**config.mk**
```make
export PLATFORM = sky130hd
export DESIGN_NAME = inst_sequencer
export DESIGN_NICKNAME = d
export VERILOG_FILES = /design/src/rtl/inst_sequencer.sv
export SDC_FILE = /design/constraint.sdc
export NUM_CORES = 1
export LEC_CHECK = 0
export ABC_AREA = 1
export BUFFER_PORTS_ARGS = -buffer_cell sky130_fd_sc_hd__buf_2
export CAP_MARGIN = 15
export CELL_PAD_IN_SITES_DETAIL_PLACEMENT = 1
export CELL_PAD_IN_SITES_GLOBAL_PLACEMENT = 1
export CORE_MARGIN = 1
export CORE_UTILIZATION = 47
export CTS_CLUSTER_SIZE = 30
export DETAILED_ROUTE_END_ITERATION = 7
export PLACE_DENSITY_LB_ADDON = 0.1
export SLEW_MARGIN = 20
export SYNTH_ARGS = -nofsm -noshare
export SYNTH_HDL_FRONTEND = slang
export SYNTH_SLANG_ARGS = --single-unit
```
**constraint.sdc**
```tcl
create_clock -name clk -period 2.8 [get_ports clk]
set_clock_uncertainty 0.1 [all_clocks]
set_input_delay 0.28 -clock clk [delete_from_list [all_inputs] [get_ports clk]]
set_output_delay 0.28 -clock clk [all_outputs]
set_load 0.01 [all_outputs]
```
**src/rtl/inst_sequencer.sv**
```systemverilog
// Instruction queue and issue controller for the PUSH/ADD/MULT/SEND calculator.
// Buffers 8-bit instruction words and issues them as single-cycle strobes,
// holding SEND while the UART is busy and waiting for its completion pulse.
module inst_sequencer #(
  parameter int DEPTH      = 8,
  parameter int AW         = 3,
  parameter int TX_TIMEOUT = 2000000
) (
  input  logic          clk,
  input  logic          rst_n,
  input  logic          load_vld,
  input  logic [7:0]    load_inst,
  input  logic          run,
  input  logic          step_mode,
  input  logic          clr,
  input  logic          tx_busy,
  input  logic          tx_done,
  output logic          inst_vld,
  output logic [7:0]    inst_wd,
  output logic [AW:0]   q_count,
  output logic          q_full,
  output logic          busy,
  output logic          ovf_err,
  output logic          tx_err
);

  typedef enum logic [1:0] {IDLE, ISSUE, WAIT_TX} state_t;

  localparam int              TW       = $clog2(TX_TIMEOUT + 1);
  localparam logic [AW:0]     FULL_CNT = (AW+1)'(DEPTH);
  localparam logic [AW:0]     ONE_CNT  = (AW+1)'(1);
  localparam logic [TW-1:0]   TMR_LAST = TW'(TX_TIMEOUT - 1);

  logic [7:0]    mem [DEPTH];
  logic [AW-1:0] wr_ptr, rd_ptr;
  logic [AW:0]   count;
  state_t        state, state_nxt;
  logic [TW-1:0] tmr;

  logic       full, wr_en, drop;
  logic       pop, tmr_clr, tmr_inc, tx_err_set;
  logic [7:0] head;
  logic       head_send;

  // Fullness is judged before any same-cycle pop, so a load into a full
  // queue is dropped even if a word leaves in that cycle.
  assign full      = (count == FULL_CNT);
  assign wr_en     = load_vld && !full && !clr;
  assign drop      = load_vld && full && !clr;
  assign head      = mem[rd_ptr];
  assign head_send = (head[7:6] == 2'b11);

  assign q_count = count;
  assign q_full  = full;
  assign busy    = (state != IDLE);

  // Next-state and issue decisions.
  always_comb begin
    state_nxt  = state;
    pop        = 1'b0;
    tmr_clr    = 1'b0;
    tmr_inc    = 1'b0;
    tx_err_set = 1'b0;
    case (state)
      IDLE: begin
        if (run && (count != '0)) state_nxt = ISSUE;
      end
      ISSUE: begin
        if (count == '0) begin
          state_nxt = IDLE;
        end else if (!(head_send && tx_busy)) begin
          pop = 1'b1;
          if (head_send) begin
            state_nxt = WAIT_TX;
            tmr_clr   = 1'b1;
          end else if (step_mode || (count == ONE_CNT)) begin
            // A word loaded in this same cycle does not keep the burst going.
            state_nxt = IDLE;
          end
        end
      end
      WAIT_TX: begin
        if (tx_done) begin
          state_nxt = (step_mode || (count == '0)) ? IDLE : ISSUE;
        end else if (tmr == TMR_LAST) begin
          tx_err_set = 1'b1;
          state_nxt  = IDLE;
        end else begin
          tmr_inc = 1'b1;
        end
      end
      default: state_nxt = IDLE;
    endcase
  end

  // State register; clr forces the reset state.
  always_ff @(posedge clk or negedge rst_n) begin
    if (!rst_n)   state <= IDLE;
    else if (clr) state <= IDLE;
    else          state <= state_nxt;
  end

  // Queue pointers and occupancy.
  always_ff @(posedge clk or negedge rst_n) begin
    if (!rst_n) begin
      wr_ptr <= '0;
      rd_ptr <= '0;
      count  <= '0;
    end else if (clr) begin
      wr_ptr <= '0;
      rd_ptr <= '0;
      count  <= '0;
    end else begin
      if (wr_en) wr_ptr <= wr_ptr + AW'(1);
      if (pop)   rd_ptr <= rd_ptr + AW'(1);
      case ({wr_en, pop})
        2'b10:   count <= count + ONE_CNT;
        2'b01:   count <= count - ONE_CNT;
        default: count <= count;
      endcase
    end
  end

  // Queue storage; contents need no reset since occupancy guards every read.
  always_ff @(posedge clk) begin
    if (wr_en) mem[wr_ptr] <= load_inst;
  end

  // SEND completion timeout counter.
  always_ff @(posedge clk or negedge rst_n) begin
    if (!rst_n)       tmr <= '0;
    else if (clr)     tmr <= '0;
    else if (tmr_clr) tmr <= '0;
    else if (tmr_inc) tmr <= tmr + TW'(1);
  end

  // Registered issue strobe and word; the word holds between issues.
  always_ff @(posedge clk or negedge rst_n) begin
    if (!rst_n) begin
      inst_vld <= 1'b0;
      inst_wd  <= 8'h00;
    end else if (clr) begin
      inst_vld <= 1'b0;
      inst_wd  <= 8'h00;
    end else begin
      inst_vld <= pop;
      if (pop) inst_wd <= head;
    end
  end

  // Sticky error flags.
  always_ff @(posedge clk or negedge rst_n) begin
    if (!rst_n) begin
      ovf_err <= 1'b0;
      tx_err  <= 1'b0;
    end else if (clr) begin
      ovf_err <= 1'b0;
      tx_err  <= 1'b0;
    end else begin
      if (drop)       ovf_err <= 1'b1;
      if (tx_err_set) tx_err  <= 1'b1;
    end
  end

endmodule

```
==> reports/qor.csv <==
metric,value,unit
status,completed,
track_usage,25.86,%
start_util,48.82,%
grt_pass1_vias,4052,
drt_iter0_drc,158,
p_int,2.428,mW
vias_per_cell,5.424,
routedWlPerCell,18.58,µm
slowest_stage,dfrtp_1,
gr-total-overflow,0,
yosysTopAreaCell,edfxtp_1,
cts_sinks,108,
grt_pass1_wl,21580,µm
crit_fanout,8,
swShare,28.78,%
layout_common_cells,"108 x nand2_1, 68 x nor2_1, 64 x edfxtp_1",
seq_area_frac_synth,59.45,%
leakage,2.417,nW
synth_area,5085,µm²
cts_resized,0,
gp_congestion,0.8727,
max_stage_delay,0.45,ns
hpwl,9501,µm
vias,3873,
io_pins,33,
worstPathArrival,2.50,ns
fill_cells,1179,
final-hold-violation-count,0,
period_share,89.24,%
io_buffer_count,32,
pre_cts_ws,0.3569,ns
die_x,106.0,µm
grt_start_max_net_pins,45,
yosys_warnings,0,
place_inst,697,
multiInputGateArea,1759,µm²
cts_max_level,3,
min_period,2.499,ns
insertion_delay,0.39,ns
p_clk_share,31.7,%
die_h,106.0,µm
clkSlewWorstSetupHoldPaths,0.10,ns
cts_inserted_buffers,9,
layout_commonest_cell,nand2_1,
synth-seq-cells,108,
crit_path_end_kind,flip-flop,
crit_chain,inv_1 > ha_1 > nand2_1 > o21ai_0 > nor2_1 > nand2_1 > nor2_1 > buf_4,
cts-root-buf,clkbuf_8,
worstPathRequired,2.81,ns
cts_tree,done,
syn_nets,554,
setup_viol,0,
powerDensity,601.5,nW/µm²
path_class,flip-flop to flip-flop,
max_cap_viol_count,0,
core-area,10420,µm²
syn-instance-count,532,
yosys-top-cells-area,"edfxtp_1 38%, dfrtp_1 22%, nand2_1 8.0%",
rows,37,
crit_family,simple AND/OR/NAND/NOR gates,
ir_drop,0.4697,mV
power.share.sequential,52.2,%
synth_top_area_share,37.80,%
routed_wl,13270,µm
yosysUniqueCellTypes,34,
p_comb_share,16.1,%
layout-drive-gt1-share,13.32,%
antenna_found_initial,0,
final.setup.worst_slack,0.3012,ns
hold_path_class,input port to flip-flop,
drv_slew,0,
ant_nets,0,
drc_errors,0,
avgSynthCellArea,9.558,µm²
start_kind,flip-flop,
setup_tns,0,ns
seqCellArea,3023,µm²
fin_cells,714,
max_freq,400.2,MHz
fin_nets,595,
rsz0062_at_grt,no,
num_antenna_cells,0,
slew_headroom,60.73,%
cts_buffer_depth,2,
dieArea,11240,µm²
area_delta_synth_final,11.47,%
crit_buf_inv,2,
worst_pin_slew,0.5890,ns
p_switching,0.9813,mW
dr.pass1.iters,4,
-- power groups by stage --
stage / sequential (mW) / clock [mW] / combinational, mW
floorplan: 1.82 / 0 / 0.348
global placement: 1.81 / 0 / 0.538
detailed placement: 1.82 / 0 / 0.547
CTS: 1.78 / 1.11 / 0.552
global route: 1.79 / 1.15 / 0.618
finish: 1.78 / 1.08 / 0.548
-- layout make-up --
cell class | instances | share of cell area, %
Clock buffer | 10 | 2.252
Sequential cell | 108 | 53.33
Clock inverter | 6 | 1.700
Inverter | 57 | 3.775
Timing Repair Buffer | 47 | 4.901
Multi-Input combinational cell | 350 | 31.04
Tap cell | 136 | 3.002
-- metal layers --
metal  track usage, %  up-vias  wire length, µm
met5                0        -                0
met4            10.12        0              386
met3            5.886       23              478
met2            43.46       77             6571
met1            32.44     1907             5832
li1                 -     1866                -
-- cells in the mapped netlist (all sizes together) --
cell type	n
nand3	43
nand2	112
buf	7
ha	6
o221ai	6
nor3	8
a21oi	10
nor2	71
a31oi	1
a211oi	1
edfxtp	64
xor2	13
clkbuf	10
dfrtp	44
nor3b	1
xnor2	5
o21ai	54
nor4	4
nand3b	3
o22ai	6
nand4	6
inv	56
clkinv	1
-- worst register-to-register path, stage by stage, from the launching register on --
cell	delay, ns
dfrtp_1	0.45
inv_1	0.11
ha_1	0.24
nand2_1	0.11
o21ai_0	0.15
nor2_1	0.36
nand2_1	0.28
nor2_1	0.22
buf_4	0.20
-- registers in the layout, summed over array words and instances (netlist names) --
signal / count
mem: 64
tmr: 21
inst_wd: 8
q_count: 4
rd_ptr: 3
wr_ptr: 3
state: 2
inst_vld: 1
ovf_err: 1
tx_err: 1
-- worst paths after layout --
kind | to | depth (start not counted) | slack (ns) | startpoint
worst max-delay path | mem[4][4]$_DFFE_PP_ | 8 | 0.30 | q_count[0]$_DFFE_PN0P_
worst min-delay path | tx_err$_DFFE_PN0P_ | 2 | 0.05 | clr
worst max register to register | mem[4][4]$_DFFE_PP_ | 8 | 0.30 | q_count[0]$_DFFE_PN0P_
worst min register to register | tx_err$_DFFE_PN0P_ | 2 | 0.41 | tx_err$_DFFE_PN0P_
max in group asynchronous | tmr[13]$_DFFE_PN0P_ | 2 | 1.88 | rst_n
min in group asynchronous | ovf_err$_DFFE_PN0P_ | 2 | 0.33 | rst_n
-- per-stage QoR --
step	utilization, %	power (mW)	hold slack [ns]	cell area (µm²)
after global placement	52.14	2.350	0.3754	5431
final	54.41	3.409	0.04506	5668
after detailed placement	52.14	2.363	0.3973	5431
after global routing	54.41	3.560	0.05154	5668
after floorplan	-	2.172	-0.1156	5085
after CTS	54.39	3.445	0.02802	5665
-- logic make-up (layout without fill, tap and decap cells) --
family	after synthesis	in the layout	synth area share (%)
AOI/OAI and AO/OA	78	78	8.637
DFF	108	108	59.45
xor gates and xnor gates	18	18	3.100
adders and majority gates	6	6	1.476
buffers and inverters	74	120	5.955
and+or+nand+nor	248	248	21.38
-- what timing repair did --
item                      in CTS  in global routing
hold endpoints to repair      44                  0
hold buffers                   1                  0
buffers inserted               0                  0
Power figures use the tool's default switching activity.
